===== src/rtl/maze_game_ctrl_if.sv =====
// rtl/maze_game_ctrl_if.sv - Button, map ROM and display signals of the maze game controller
// master = controller side, slave = button conditioner / ROM / VGA-SSD side.
interface maze_game_ctrl_if #(
  parameter int MAP_W = 30,
  parameter int MAP_H = 21
);
  logic [3:0]               move_pulse;
  logic                     sel_pulse;
  logic [$clog2(MAP_H)-1:0] rom_addr;
  logic [MAP_W-1:0]         rom_data;
  logic [3:0]               game_state;
  logic [2:0]               menu_item;
  logic [2:0]               difficulty;
  logic                     show_instr;
  logic                     map_visible;
  logic [7:0]               player_x;
  logic [7:0]               player_y;
  logic [1:0]               lives;
  logic                     busy;

  modport master (
    input  move_pulse, sel_pulse, rom_data,
    output rom_addr, game_state, menu_item, difficulty, show_instr, map_visible,
           player_x, player_y, lives, busy
  );

  modport slave (
    output move_pulse, sel_pulse, rom_data,
    input  rom_addr, game_state, menu_item, difficulty, show_instr, map_visible,
           player_x, player_y, lives, busy
  );
endinterface


===== src/rtl/maze_game_ctrl.sv =====
// rtl/maze_game_ctrl.sv - Memory-maze game flow: menu, timed preview, ROM-checked player moves
// Optional lives counter enabled by defining MAZE_GAME_CTRL_LIVES_EN.
module maze_game_ctrl #(
  parameter int          MAP_W     = 30,
  parameter int          MAP_H     = 21,
  parameter int          START_X   = 0,
  parameter int          START_Y   = 20,
  parameter int          GOAL_X    = 29,
  parameter int          GOAL_Y    = 0,
  parameter int unsigned SHOW_EASY = 300000000,
  parameter int unsigned SHOW_MED  = 150000000,
  parameter int unsigned SHOW_HARD = 50000000
) (
  input  logic             clk,
  input  logic             reset_n,
  maze_game_ctrl_if.master bus
);
  localparam int         AW      = $clog2(MAP_H);
  localparam logic [7:0] X_MAX   = 8'(MAP_W - 1);
  localparam logic [7:0] Y_MAX   = 8'(MAP_H - 1);
  localparam logic [7:0] X_START = 8'(START_X);
  localparam logic [7:0] Y_START = 8'(START_Y);
  localparam logic [7:0] X_GOAL  = 8'(GOAL_X);
  localparam logic [7:0] Y_GOAL  = 8'(GOAL_Y);
`ifdef MAZE_GAME_CTRL_LIVES_EN
  localparam logic [1:0] LIVES_RST = 2'd3;
`else
  localparam logic [1:0] LIVES_RST = 2'd1;
`endif

  typedef enum logic [2:0] {MENU, INSTR, SHOW, PLAY, REQ, CHK, LOST, WON} state_e;

  state_e        state_q, state_d;
  logic [2:0]    menu_q, menu_d;
  logic [2:0]    diff_q, diff_d;
  logic [31:0]   timer_q, timer_d;
  logic [7:0]    px_q, px_d, py_q, py_d;
  logic [7:0]    cx_q, cx_d, cy_q, cy_d;
  logic          pend_q, pend_d;
  logic [AW-1:0] addr_q, addr_d;
  logic [1:0]    lives_q, lives_d;

  logic             mv_up, mv_dn, mv_lt, mv_rt;
  logic [MAP_W-1:0] row_sh;
  logic             wall;
  logic [31:0]      show_len;
  logic [3:0]       gs;

  assign {mv_up, mv_dn, mv_lt, mv_rt} = bus.move_pulse;
  assign row_sh = bus.rom_data >> cx_q;
  assign wall   = row_sh[0];

  always_comb begin
    if (diff_q[2])      show_len = SHOW_HARD;
    else if (diff_q[1]) show_len = SHOW_MED;
    else                show_len = SHOW_EASY;
  end

  always_comb begin
    state_d = state_q;
    menu_d  = menu_q;
    diff_d  = diff_q;
    timer_d = timer_q;
    px_d    = px_q;
    py_d    = py_q;
    cx_d    = cx_q;
    cy_d    = cy_q;
    pend_d  = 1'b0;
    lives_d = lives_q;
    addr_d  = addr_q;

    unique case (state_q)
      MENU: begin
        if (mv_up)      menu_d = {menu_q[0], menu_q[2:1]};
        else if (mv_dn) menu_d = {menu_q[1:0], menu_q[2]};
        if (bus.sel_pulse) begin
          if (menu_q[0]) begin
            timer_d = show_len;
            px_d    = X_START;
            py_d    = Y_START;
            state_d = SHOW;
`ifdef MAZE_GAME_CTRL_LIVES_EN
            lives_d = 2'd3;
`endif
          end else if (menu_q[1]) begin
            diff_d = {diff_q[1:0], diff_q[2]};
          end else begin
            state_d = INSTR;
          end
        end
      end
      INSTR: begin
        if (bus.sel_pulse) state_d = MENU;
      end
      SHOW: begin
        timer_d = timer_q - 32'd1;
        if (timer_q <= 32'd1) begin
          timer_d = '0;
          state_d = PLAY;
        end
      end
      PLAY: begin
        // The candidate row is launched to the ROM one cycle before REQ so the
        // registered ROM word is settled by the time CHK samples it.
        if (pend_q) begin
          state_d = REQ;
        end else if (mv_up) begin
          if (py_q != 8'd0) begin
            cx_d = px_q; cy_d = py_q - 8'd1; pend_d = 1'b1;
          end
        end else if (mv_dn) begin
          if (py_q < Y_MAX) begin
            cx_d = px_q; cy_d = py_q + 8'd1; pend_d = 1'b1;
          end
        end else if (mv_lt) begin
          if (px_q != 8'd0) begin
            cx_d = px_q - 8'd1; cy_d = py_q; pend_d = 1'b1;
          end
        end else if (mv_rt) begin
          if (px_q < X_MAX) begin
            cx_d = px_q + 8'd1; cy_d = py_q; pend_d = 1'b1;
          end
        end
      end
      REQ: begin
        state_d = CHK;
      end
      CHK: begin
        if (wall) begin
`ifdef MAZE_GAME_CTRL_LIVES_EN
          if (lives_q > 2'd1) begin
            lives_d = lives_q - 2'd1;
            px_d    = X_START;
            py_d    = Y_START;
            state_d = PLAY;
          end else begin
            lives_d = 2'd0;
            state_d = LOST;
          end
`else
          state_d = LOST;
`endif
        end else begin
          px_d    = cx_q;
          py_d    = cy_q;
          state_d = (cx_q == X_GOAL && cy_q == Y_GOAL) ? WON : PLAY;
        end
      end
      LOST, WON: begin
        if (bus.sel_pulse) begin
          px_d    = X_START;
          py_d    = Y_START;
          state_d = MENU;
        end
      end
    endcase

    if (pend_d)                                 addr_d = cy_d[AW-1:0];
    else if (state_d == REQ || state_d == CHK)  addr_d = addr_q;
    else                                        addr_d = py_d[AW-1:0];
  end

  always_ff @(posedge clk) begin
    if (!reset_n) begin
      state_q <= MENU;
      menu_q  <= 3'b001;
      diff_q  <= 3'b001;
      timer_q <= '0;
      px_q    <= X_START;
      py_q    <= Y_START;
      cx_q    <= X_START;
      cy_q    <= Y_START;
      pend_q  <= 1'b0;
      addr_q  <= Y_START[AW-1:0];
      lives_q <= LIVES_RST;
    end else begin
      state_q <= state_d;
      menu_q  <= menu_d;
      diff_q  <= diff_d;
      timer_q <= timer_d;
      px_q    <= px_d;
      py_q    <= py_d;
      cx_q    <= cx_d;
      cy_q    <= cy_d;
      pend_q  <= pend_d;
      addr_q  <= addr_d;
      lives_q <= lives_d;
    end
  end

  always_comb begin
    unique case (state_q)
      MENU, INSTR: gs = 4'b0001;
      LOST:        gs = 4'b0100;
      WON:         gs = 4'b1000;
      default:     gs = 4'b0010;
    endcase
  end

  assign bus.game_state  = gs;
  assign bus.menu_item   = menu_q;
  assign bus.difficulty  = diff_q;
  assign bus.show_instr  = (state_q == INSTR);
  assign bus.map_visible = (state_q == SHOW);
  assign bus.busy        = (state_q == REQ) || (state_q == CHK);
  assign bus.player_x    = px_q;
  assign bus.player_y    = py_q;
  assign bus.lives       = lives_q;
  assign bus.rom_addr    = addr_q;
endmodule


===== src/flat_wrapper.sv =====
// flat-port wrapper written by rule: the top's interface ports become plain ports
module maze_game_ctrl_flat 
#(
  parameter int          MAP_W     = 30,
  parameter int          MAP_H     = 21,
  parameter int          START_X   = 0,
  parameter int          START_Y   = 20,
  parameter int          GOAL_X    = 29,
  parameter int          GOAL_Y    = 0,
  parameter int unsigned SHOW_EASY = 300000000,
  parameter int unsigned SHOW_MED  = 150000000,
  parameter int unsigned SHOW_HARD = 50000000
)
  (clk, reset_n, bus_move_pulse, bus_sel_pulse, bus_rom_data, bus_rom_addr, bus_game_state, bus_menu_item, bus_difficulty, bus_show_instr, bus_map_visible, bus_player_x, bus_player_y, bus_lives, bus_busy);
  maze_game_ctrl_if #(.MAP_W(MAP_W), .MAP_H(MAP_H)) bus_i ();
  input  logic clk;
  input  logic reset_n;
  input wire logic [$bits(bus_i.move_pulse)-1:0] bus_move_pulse;
  input wire logic [$bits(bus_i.sel_pulse)-1:0] bus_sel_pulse;
  input wire logic [$bits(bus_i.rom_data)-1:0] bus_rom_data;
  output wire logic [$bits(bus_i.rom_addr)-1:0] bus_rom_addr;
  output wire logic [$bits(bus_i.game_state)-1:0] bus_game_state;
  output wire logic [$bits(bus_i.menu_item)-1:0] bus_menu_item;
  output wire logic [$bits(bus_i.difficulty)-1:0] bus_difficulty;
  output wire logic [$bits(bus_i.show_instr)-1:0] bus_show_instr;
  output wire logic [$bits(bus_i.map_visible)-1:0] bus_map_visible;
  output wire logic [$bits(bus_i.player_x)-1:0] bus_player_x;
  output wire logic [$bits(bus_i.player_y)-1:0] bus_player_y;
  output wire logic [$bits(bus_i.lives)-1:0] bus_lives;
  output wire logic [$bits(bus_i.busy)-1:0] bus_busy;
  assign bus_i.move_pulse = bus_move_pulse;
  assign bus_i.sel_pulse = bus_sel_pulse;
  assign bus_i.rom_data = bus_rom_data;
  assign bus_rom_addr = bus_i.rom_addr;
  assign bus_game_state = bus_i.game_state;
  assign bus_menu_item = bus_i.menu_item;
  assign bus_difficulty = bus_i.difficulty;
  assign bus_show_instr = bus_i.show_instr;
  assign bus_map_visible = bus_i.map_visible;
  assign bus_player_x = bus_i.player_x;
  assign bus_player_y = bus_i.player_y;
  assign bus_lives = bus_i.lives;
  assign bus_busy = bus_i.busy;
  maze_game_ctrl #(.MAP_W(MAP_W), .MAP_H(MAP_H), .START_X(START_X), .START_Y(START_Y), .GOAL_X(GOAL_X), .GOAL_Y(GOAL_Y), .SHOW_EASY(SHOW_EASY), .SHOW_MED(SHOW_MED), .SHOW_HARD(SHOW_HARD)) u_core (.clk(clk), .reset_n(reset_n), .bus(bus_i));
endmodule

===== config.mk =====
export PLATFORM = sky130hd
export DESIGN_NAME = maze_game_ctrl_flat
export DESIGN_NICKNAME = d
export VERILOG_FILES = /design/src/rtl/maze_game_ctrl_if.sv /design/src/rtl/maze_game_ctrl.sv /design/src/flat_wrapper.sv
export SDC_FILE = /design/constraint.sdc
export NUM_CORES = 1
export LEC_CHECK = 0
export BUFFER_PORTS_ARGS = -buffer_cell sky130_fd_sc_hd__buf_2
export CAP_MARGIN = 20
export CELL_PAD_IN_SITES_DETAIL_PLACEMENT = 1
export CELL_PAD_IN_SITES_GLOBAL_PLACEMENT = 1
export CORE_ASPECT_RATIO = 1.2
export CORE_MARGIN = 2
export CORE_UTILIZATION = 40
export DETAILED_ROUTE_END_ITERATION = 16
export PLACE_DENSITY = 0.85
export SYNTH_ARGS = -nofsm -noshare
export SYNTH_HDL_FRONTEND = slang
export SYNTH_SLANG_ARGS = --single-unit

===== constraint.sdc =====
create_clock -name clk -period 3.4 [get_ports clk]
set_clock_uncertainty 0.1 [all_clocks]
set_input_delay 0 -clock clk [delete_from_list [all_inputs] [get_ports clk]]
set_output_delay 0 -clock clk [all_outputs]
set_load 0.1 [all_outputs]

== Yosys cells after proc, flatten, opt, wreduce, memory -nomap -nowiden ==
Cells that the tools add are included.
Cells by class
  add/subtract/negate cells: 5
  $lt $le $gt $ge: 3
  eq/ne operators: 18
  shift operators: 1
  multiplexer cells: 58
  bitwise logic cells: 2
  reductions and logical operators: 20
Operators with widths (number)
  8-bit two-way mux: 24
  32-bit two-way mux: 4
  32-bit case mux with 2 select lines: 1
  8-bit case mux with 3 select lines: 2
  32-bit by 1-bit less-or-equal comparator with 1-bit output (second input constant): 1
  32-bit by 1-bit subtractor with 32-bit output (second input constant): 1
  3-bit two-way mux: 10
  30-bit by 8-bit >> shifter with 1-bit output: 1
  29-bit two-way mux: 1
  5-bit two-way mux: 4
  3-bit == test (second input constant): 6
  3-bit case mux with 6 select lines: 1
  8-bit by 1-bit adder with 8-bit output (second input constant): 2
  8-bit by 5-bit < comparator with 1-bit output (second input constant): 2
  8-bit nonzero test: 2
  8-bit by 1-bit subtractor with 8-bit output (second input constant): 2
  4-bit case mux with 3 select lines: 1
  1-bit two-way mux: 10
  8-bit by 5-bit == test with 1-bit output (second input constant): 1
  8-bit logical NOT: 1
  4-bit nonzero test: 2
  7-bit AND reduction: 1
  3-bit by 2-bit == test with 1-bit output (second input constant): 2
  2-bit by 1-bit != test with 1-bit output (second input constant): 3
  16 further kinds: 22
Storage, ports and cells
  bits in registers: 79
  input bits: 37
  output and inout port bits: 36
  word-level logic and storage cells: 119

== Logic depth before layout (Yosys ltp) ==
Gate-level depths: netlist of the first run.
  depth in word-level cells: 9
  depth in mapped cells: 9
  depth with buffers taken out: 9

== Least setup slack after synthesis of the first run ==
Ideal clock, no wire load.
  kind: flip-flop to output port
  start: reg u_core.state_q[2]
  end: out bus_game_state[2]
  data arrival time: 4.351 ns
  required time: 3.300 ns
  slack: -1.051 ns
  stages on the path, launching flop included: 5
  buffers on the path: 1
  path through: dfxtp_1 -> clkbuf_1 -> inv_1 -> ha_1 -> nor4_1
Between the ends
  cells in the longest elaborated chain, start to end: 3
  elaborated cells on any way between the ends: 6
  those cells by class: eq/ne: 3; mux: 1; reduce/logical: 2
RTL lines
  start: declaration: RTL line maze_game_ctrl.sv:33  | state_e state_q, state_d;
  start signal: assignment: RTL line maze_game_ctrl.sv:177  | state_q <= state_d;
  3-bit by 1-bit == test with 1-bit output or 3-bit logical NOT (tied branches): RTL line maze_game_ctrl.sv:192  | unique case (state_q)
  2-bit OR reduction: RTL line maze_game_ctrl.sv:192
  4-bit case mux with 3 select lines *: RTL line maze_game_ctrl.sv:192
  end: declaration: RTL line flat_wrapper.sv:22  | output wire logic [$bits(bus_i.game_state)-1:0] bus_game_state;
Mark *: on every way between the ends. The rest lies on a longest branch, timed or not.

== Worst setup path in the final report of the first run ==
  start: reg u_core.cx_q[0]
  end: reg u_core.addr_q[1], in the netlist u_core.bus.rom_addr[1]
Between the ends
  cells in the longest elaborated chain, start to end: 8
  elaborated cells on any way between the ends: 14
  those cells by class: eq/ne: 4; shift: 1; mux: 7; reduce/logical: 2
RTL lines
  start: declaration: RTL line maze_game_ctrl.sv:38  | logic [7:0] cx_q, cx_d, cy_q, cy_d;
  start signal: assignment: RTL line maze_game_ctrl.sv:171  | cx_q <= X_START;
  start signal: assignment: RTL line maze_game_ctrl.sv:183  | cx_q <= cx_d;
  branches (longest 8 deep; another with 30-bit by 8-bit >> shifter with 1-bit output)
  end signal: assignment: RTL line maze_game_ctrl.sv:174  | addr_q <= Y_START[AW-1:0];
  end signal: assignment: RTL line maze_game_ctrl.sv:186  | addr_q <= addr_d;
  end: declaration: RTL line maze_game_ctrl.sv:40  | logic [AW-1:0] addr_q, addr_d;
Several ways; the timed one is not identified. The select of a mux whose other input is x is not followed.
A chain may end at the register's enable or synchronous reset.

==> run_results.csv, run 1 <==
group,metric,value,unit
die,start_util,40.57,%
global_route,grt_max_degree,34,
placed_design,port_buffers,70,
clock_network,clockBufferDepth,2,
setup_path,path_cells,"mux4_2 -> or3b_2 -> a41oi_2 -> o21ai_1 -> nand4_1 -> o211ai_1",
sta,layout_min_cycle_time,3064,ps
logic_synthesis,synth.yosys.seq_area_share,32.63,%
setup_path,crit_type,"reg -> reg",
setup_path,regToRegStartpoint,"u_core.cx_q[0]",
setup_path,end_kind,"register",
finish,drive_gt1_share,18.56,%
hold_path,hold_path_depth,3,
global_route,antenna_found_initial,0,
sta,final.setup.tns,0,ps
route,antenna_left,0,
logic_synthesis,ys_types,69,
setup_path,cp-start-kind,"register",
finish,diodes,0,
power_and_ir_drop,p_leak,0.002178,µW
clock_network,cts_setup_buffers,0,
clock_network,cts_num_sinks,79,
die,die_h,124.6,µm
global_route,grt_pass1_wl,27480,µm
clock_network,hold_buffers,1,
placed_design,dpl.hpwl,12150,µm
global_route,grt_overflow,0,
setup_path,required,3510,ps
hold_path,hp-class,"in -> reg",
sta,rsz0062_at_grt,"no",
clock_network,cts.repair.resized,0,
die,die_area,13020,µm²
clock_network,cts_buffers,9,
clock_network,path_clk_slew,60,ps
finish,nFillCells,1501,
setup_path,rr_worst_depth,6,
die,num_rows,44,
logic_synthesis,synth_area,4847,µm²
setup_path,cp_max_fo,15,
logic_synthesis,synth.avg_cell_area,7.768,µm²
placed_design,postPlaceCellArea,5408,µm²
setup_path,crit_start,"u_core.cx_q[0]",
die,ios,73,
sta,slew_headroom,29.53,%
die,chipWidth,104.5,µm
status,status,"finished clean",
clock_network,clk_latency,340,ps
global_route,grt_usage,25.64,%
sta,tightest_slew,1050,ps
logic_synthesis,ys_ff_latch,79,
route,wl,16680,µm
route,drc,0,
die,core-area,11950,µm²
sta,fmax,326.4,MHz
sta,finalSetupViolCount,0,
logic_synthesis,ys_warn_count,0,
route,drt_pass1_iterations,4,
clock_network,clock_tree.root_cell,"clkbuf_16",
route,wl_per_cell,19.48,µm
setup_path,r2r_slack,340,ps
sta,fin_hold_ws,15.67,ps
logic_synthesis,ys.flop_type,"dfxtp_1",
route,vias,5187,
power_and_ir_drop,vdd_drop_max,0.0002172,V
setup_path,regToRegEndpoint,"u_core.bus.rom_addr[1]",
placed_design,dpl.cell_count,839,
hold_path,min_from,"reset_n",
clock_network,cts_tree,"done",
finish,syn_to_final_growth,18.64,%
clock_network,htree_levels,3,
finish,final-seq-area,1582,µm²
finish,multi_input_area,3038,µm²
route,post_drt_via_cell_ratio,6.060,
finish,num-nets-final,742,
setup_path,slowest_stage,"dfxtp_1",
finish,design_area,5751,µm²
power_and_ir_drop,p_total,3381,µW
setup_path,slowest_delay,590,ps
global_route,grt_pass1_vias,5621,
logic_synthesis,synth_nets,676,
logic_synthesis,syn_inst,624,
route,first_iter_violations,270,
flow_run,maxCapViolations,0,
sta,drv_slew,0,
power_and_ir_drop,powerDensity,587.9,nW/µm²
setup_path,cp_data_arrival_time,3170,ps
sta,min_period_over_period,90.11,%
logic_synthesis,synth_edf_count,0,
sta,hold_viol_final,0,
finish,fin_cells,856,
logic_synthesis,async_flop_share,0,%
hold_path,whs_endpoint,"u_core.bus.menu_item[0]",
placed_design,gp_congestion,0.9063,
==> how the worst max path moves through the flow <==
stage	endpoint	slack, ps	cells after the start
2_1_floorplan	bus_game_state[2]	110	4
3_3_place_gp	u_core.bus.rom_addr[3]	510	6
3_5_place_dp	u_core.bus.rom_addr[1]	390	6
4_1_cts	u_core.bus.rom_addr[1]	360	6
5_1_grt	u_core.bus.rom_addr[3]	210	6
6_report	u_core.bus.rom_addr[1]	340	6
==> layout by cell type, fill, tap and decap left out, types with 6 or more instances in the layout <==
cell type  count
or3_1         14
o211ai_1       8
clkbuf_16      9
a31oi_1        8
xnor2_1       11
nor2_1        66
dfxtp_1       79
a211oi_1      10
inv_1         24
buf_2         70
nor3_1        30
nor4_1         9
xor2_1         6
ha_1          14
nand4_1       12
and3_1         7
nand2_1       54
nand3_1       25
a21oi_1       56
buf_4         19
mux2i_1       12
o21ai_0       49
==> per-layer routing <==
metal / vias to the layer above / part of all wire [%] / global-route usage, %
li1: 2426 / - / -
met1: 2606 / 41 / 29.13
met2: 120 / 54 / 47.21
met3: 35 / 3.1 / 3.401
met4: 0 / 2.3 / 11.45
met5: - / 0 / 0
==> worst max-delay path, delay by kind of cell, from the launching register on <==
kind	cells	cell delay (ps)
AO/OA/AOI/OAI	3	960
AND/OR/NAND/NOR	2	740
flip-flops	1	590
multiplexers	1	540
==> final cells by class <==
type,instances,share of cell area (%)
clock buffer,11,4.395
sequential,79,27.50
inverter,25,1.632
multi-input combinational,485,52.83
tap,161,3.503
clock inverter,5,1.393
timing repair buffer,90,8.747
==> registers in the layout, summed over array words and instances (netlist names) <==
| name | cells |
|---|---|
| u_core.timer_q | 32 |
| u_core.bus.player_x | 8 |
| u_core.bus.player_y | 8 |
| u_core.cx_q | 8 |
| u_core.cy_q | 8 |
| u_core.bus.rom_addr | 5 |
| u_core.bus.difficulty | 3 |
| u_core.bus.menu_item | 3 |
| u_core.state_q | 3 |
| u_core.pend_q | 1 |
==> per-stage QoR <==
stage	worst slack, ps	utilization (%)
finish	336.3	48.14
global route	211.5	48.14
CTS	357.4	48.14
detailed placement	387.2	45.27
global placement	513.1	45.27
floorplan	107.7	-
==> cells in the mapped netlist, types with 11 or more instances <==
cell      instances  area (µm²)
nor2_1           66       247.7
nand4_1          12       75.07
xnor2_1          11       96.34
dfxtp_1          79        1582
clkbuf_1         22       82.58
o21ai_0          49       245.2
nand3_1          25       125.1
mux2i_1          12       120.1
ha_1             14       175.2
a21oi_1          56       280.3
nand2_1          54       202.7
inv_1            24       90.09
nor3_1           30       150.1
or3_1            14       87.58
==> report_power, final <==
| group | switching (µW) | internal, µW | total (µW) | leakage [µW] |
|---|---|---|---|---|
| logic | 755 | 391 | 1150 | 0.00138 |
| registers | 137 | 1020 | 1160 | 0.000643 |
| clock network | 392 | 682 | 1070 | 0.000158 |
==> cell families (layout without fill, tap and decap cells) <==
kind of cell	after synthesis	in the layout	share of synthesized area, %
AND/OR/NAND/NOR	253	253	26.74
AO/OA/AOI/OAI	179	179	23.15
flip-flops	79	79	32.63
buffers and inverters	60	131	4.956
multiplexers	19	19	5.266
XOR/XNOR	17	17	3.072
adder cells (fa/ha/maj)	15	15	4.027
other	2	2	0.1549
Note: power is estimated with default switching activity, not from simulation.
==> inputs of run 2 (changes only) <==
==> constraint.sdc (replaced) <==
create_clock -name clk -period 3.4 [get_ports clk]
set_clock_uncertainty 0.1 [all_clocks]
set_input_delay 0.68 -clock clk [delete_from_list [all_inputs] [get_ports clk]]
set_output_delay 0.68 -clock clk [all_outputs]
set_load 0.1 [all_outputs]
==> run_results.csv, run 2 (synthesis results as in run 1) <==
group,metric,value,unit
placed_design,dpl.hpwl,11790,µm
setup_path,r2r_slack,500,ps
global_route,grt_usage,24.38,%
sta,timing.final.ws_setup,474.0,ps
global_route,grt_pass1_vias,5231,
setup_path,regToRegEndpoint,"u_core.bus.rom_addr[3]",
finish,num-nets-final,743,
route,wl_per_cell,18.06,µm
power_and_ir_drop,vdd_drop_max,0.0002474,V
sta,slew_headroom,54.48,%
sta,tightest_slew,675.7,ps
global_route,antenna_found_initial,0,
die,die_h,124.6,µm
finish,final_common_cell,"dfxtp_1",
sta,fmax,341.8,MHz
clock_network,path_clk_slew,60,ps
hold_path,hold_path_depth,2,
clock_network,cts_setup_buffers,0,
setup_path,regToRegStartpoint,"u_core.cx_q[0]",
global_route,grt_max_degree,31,
clock_network,cts_num_sinks,79,
route,first_iter_violations,228,
route,routed-wl-met2,8207,µm
sta,layout_min_cycle_time,2926,ps
route,antenna_left,0,
clock_network,cts_tree,"done",
sta,rsz0062_at_grt,"no",
setup_path,crit_type,"reg -> out",
status,status,"finished clean",
die,core-area,11950,µm²
placed_design,gp_congestion,0.8828,
route,m1WireLength,6329,µm
finish,largest_reg_flops,32,
route,vias,5062,
setup_path,cp_max_fo,12,
clock_network,clockBufferDepth,2,
die,chipWidth,104.5,µm
sta,fin_hold_ws,389.9,ps
clock_network,htree_levels,3,
finish,syn_to_final_growth,18.25,%
power_and_ir_drop,powerDensity,569.5,nW/µm²
route,routed.top_layer,"met4",
route,wl,15480,µm
die,start_util,40.57,%
sta,drv_slew,0,
global_route,grt_pass1_wl,25940,µm
die,die_area,13020,µm²
route,post_drt_via_cell_ratio,5.907,
finish,diodes,0,
route,drc,0,
setup_path,cp_data_arrival_time,2150,ps
finish,max_flop_register,"u_core.timer_q",
sta,finalSetupViolCount,0,
placed_design,dpl_worst_slack,286.8,ps
finish,mostFrequentLayoutCells,"dfxtp_1 (79), buf_2 (70), nor2_1 (66)",
sta,min_period_over_period,86.06,%
hold_path,whs_endpoint,"u_core.bus.player_y[5]",
setup_path,rr_worst_depth,6,
power_and_ir_drop,p_leak,0.002176,µW
clock_network,clock_tree.root_cell,"clkbuf_16",
finish,final_util,47.98,%
hold_path,hp-class,"reg -> reg",
sta,final.setup.tns,0,ps
global_route,grt_overflow,0,
placed_design,port_buffers,70,
clock_network,clk_latency,340,ps
setup_path,cp-start-kind,"register",
sta,hold_viol_final,0,
setup_path,required,2620,ps
die,ios,73,
hold_path,min_from,"u_core.cy_q[5]",
route,wl_met3,540,µm
clock_network,cts_buffers,9,
finish,drive_gt1_share,18.68,%
setup_path,end_kind,"output pin",
clock_network,hold_buffers,0,
die,num_rows,44,
clock_network,cts.repair.resized,0,
route,drt_pass1_iterations,4,
flow_run,maxCapViolations,0,
==> run 2: layout make-up <==
cell class	count	area, µm²
Clock inverter	5	57.56
Fill cell	1513	6215
Clock buffer	11	242.7
Tap cell	161	201.4
Sequential cell	79	1582
Multi-Input combinational cell	485	3047
Inverter	25	93.84
Timing Repair Buffer	91	508.0
==> run 2: power by group <==
group,internal (µW),switching [µW]
Sequential,1020,135
Clock,589,392
Combinational,400,725
==> run 2: worst max-delay path, stage by stage (launching register included) <==
cell     delay, ps
dfxtp_1        460
inv_1           90
or3_1          390
inv_1          340
buf_2          510
==> run 2: worst max-delay path by stage <==
stage	endpoint	from
after floorplan	bus_game_state[2]	u_core.state_q[2]
after global placement	u_core.bus.rom_addr[3]	bus_rom_data[23]
after detailed placement	u_core.bus.rom_addr[3]	bus_rom_data[23]
after CTS	bus_map_visible	u_core.state_q[1]
after global routing	u_core.bus.rom_addr[3]	u_core.cx_q[0]
final	bus_map_visible	u_core.state_q[1]
==> run 2: metrics by stage <==
step                      total power, µW  cell area (µm²)  std cells
final                                3264             5732        857
after global routing                 3452             5732        857
after CTS                            3278             5732        857
after detailed placement             2291             5431        841
after global placement               2232             5431        841
after floorplan                      1972             4862        624
==> run 2: layer usage <==
metal  up-vias  GRT usage, %
li1       2438             -
met1      2484         28.44
met2       107         44.18
met3        33         3.611
met4         0         9.936
met5         -             0
==> inputs of run 3 (changes only) <==
--- a/config.mk
+++ b/config.mk
@@ -10,7 +10,7 @@
 export CELL_PAD_IN_SITES_DETAIL_PLACEMENT = 1
 export CELL_PAD_IN_SITES_GLOBAL_PLACEMENT = 1
 export CORE_ASPECT_RATIO = 1.2
-export CORE_MARGIN = 2
+export CORE_MARGIN = 5
 export CORE_UTILIZATION = 40
 export DETAILED_ROUTE_END_ITERATION = 16
 export PLACE_DENSITY = 0.85
==> run_results.csv, run 3 (synthesis results as in run 1) <==
group,metric,value,unit
route,vias,5166,
global_route,grt_pass1_vias,5536,
sta,slew_headroom,30.53,%
route,first_iter_violations,234,
setup_path,required,3560,ps
global_route,grt_overflow,0,
finish,largest_reg_flops,32,
die,chipWidth,110.5,µm
die,ios,73,
setup_path,regToRegEndpoint,"u_core.bus.player_x[2]",
clock_network,cts_num_sinks,79,
route,routed.top_layer,"met4",
die,num_rows,44,
clock_network,path_clk_slew,60,ps
hold_path,min_from,"u_core.cy_q[6]",
clock_network,hold_buffers,0,
clock_network,clk_latency,350,ps
power_and_ir_drop,p_leak,0.002190,µW
sta,layout_min_cycle_time,2993,ps
sta,tightest_slew,1035,ps
setup_path,slowest_delay,880,ps
route,antenna_left,0,
setup_path,crit_buf_inv,0,
sta,final.setup.tns,0,ps
setup_path,cp_max_fo,15,
flow_run,maxCapViolations,0,
setup_path,end_kind,"register",
clock_network,cts.repair.resized,0,
setup_path,path_cells,"mux4_2 -> nor2_1 -> o32ai_1 -> a41oi_2 -> o21ai_1 -> nand2_1 -> a21oi_1",
global_route,antenna_found_initial,0,
finish,syn_to_final_growth,19.05,%
setup_path,r2r_slack,410,ps
finish,mostFrequentLayoutCells,"dfxtp_1 (79), buf_2 (70), nor2_1 (66)",
finish,final_common_cell,"dfxtp_1",
die,start_util,40.39,%
route,wl_met3,580,µm
clock_network,clockBufferDepth,2,
setup_path,crit_type,"reg -> reg",
sta,finalSetupViolCount,0,
finish,drive_gt1_share,18.71,%
route,m1WireLength,6703,µm
global_route,grt_max_degree,27,
route,routed-wl-met2,8745,µm
clock_network,cts_tree,"done",
placed_design,gp_congestion,0.9176,
setup_path,cp_data_arrival_time,3160,ps
finish,num-nets-final,742,
setup_path,slowest_stage,"o21ai_1",
route,drc,0,
finish,diodes,0,
finish,max_flop_register,"u_core.timer_q",
die,die_h,130.6,µm
hold_path,hp-class,"reg -> reg",
setup_path,critical-path-top-delay-family,"compound AO/OA/AOI/OAI gates",
global_route,grt_usage,22.99,%
route,drt_pass1_iterations,4,
clock_network,clock_tree.root_cell,"clkbuf_16",
sta,fmax,334.1,MHz
hold_path,whs_endpoint,"u_core.bus.player_y[6]",
global_route,grt_pass1_wl,27370,µm
setup_path,rr_worst_depth,7,
setup_path,cp-start-kind,"register",
sta,hold_viol_final,0,
power_and_ir_drop,powerDensity,592.7,nW/µm²
hold_path,hold_path_depth,2,
sta,drv_slew,0,
status,status,"finished clean",
clock_network,htree_levels,3,
finish,final_util,48.08,%
clock_network,cts_setup_buffers,0,
clock_network,cts_buffers,9,
route,post_drt_via_cell_ratio,6.035,
route,wl_per_cell,19.47,µm
die,core-area,12000,µm²
placed_design,port_buffers,70,
die,die_area,14430,µm²
route,wl,16670,µm
power_and_ir_drop,vdd_drop_max,0.0002627,V
sta,rsz0062_at_grt,"no",
placed_design,dpl.hpwl,12330,µm
setup_path,regToRegStartpoint,"u_core.cx_q[2]",
sta,min_period_over_period,88.04,%
run 3: worst max-delay path by stage:
stage	from	end	slack, ps	cells past startpoint
floorplan	u_core.state_q[2]	bus_game_state[2]	60	4
global placement	bus_rom_data[23]	u_core.bus.rom_addr[1]	350	7
detailed placement	bus_rom_data[23]	u_core.bus.rom_addr[1]	250	7
CTS	u_core.cx_q[2]	u_core.bus.player_x[2]	370	7
global route	u_core.cx_q[2]	u_core.bus.player_x[2]	160	7
finish	u_core.cx_q[2]	u_core.bus.player_x[2]	410	7
run 3: worst register-to-register path, delay by kind of cell, from the launching register on:
family	cells	cell delay (ps)
DFF	1	650
muxes	1	330
and+or+nand+nor	2	220
AOI/OAI and AO/OA	4	1620
run 3: power breakdown:
part | switching (µW) | internal, µW
clock | 394 | 735
combinational | 737 | 394
sequential | 137 | 1020
run 3: layout make-up:
cell class              count  area [µm²]
repair buffers             90       500.5
flip-flops and latches     79        1582
fillers                  1537        6231
clock buffers              10       239.0
multi-input cells         485        3047
well taps                 161       201.4
clock inverters             6       107.6
inverters                  25       93.84
run 3: routing by layer:
metal  track usage, %  vias to the layer above
li1                 -                     2437
met1            25.54                     2542
met2            43.07                      139
met3            3.455                       48
met4            11.45                        0
met5                0                        -
run 3: through the flow:
stage / cells / hold slack [ps] / instance area, µm² / setup WS [ps] / total power, µW
after CTS: 856 / 402.3 / 5771 / 371.4 / 3421
after floorplan: 624 / 344.4 / 4862 / 55.48 / 1972
final: 856 / 395.8 / 5771 / 406.5 / 3420
after detailed placement: 840 / 389.7 / 5424 / 250.7 / 2285
after global placement: 840 / 365.1 / 5424 / 354.0 / 2230
after global routing: 856 / 425.5 / 5771 / 158.1 / 3583
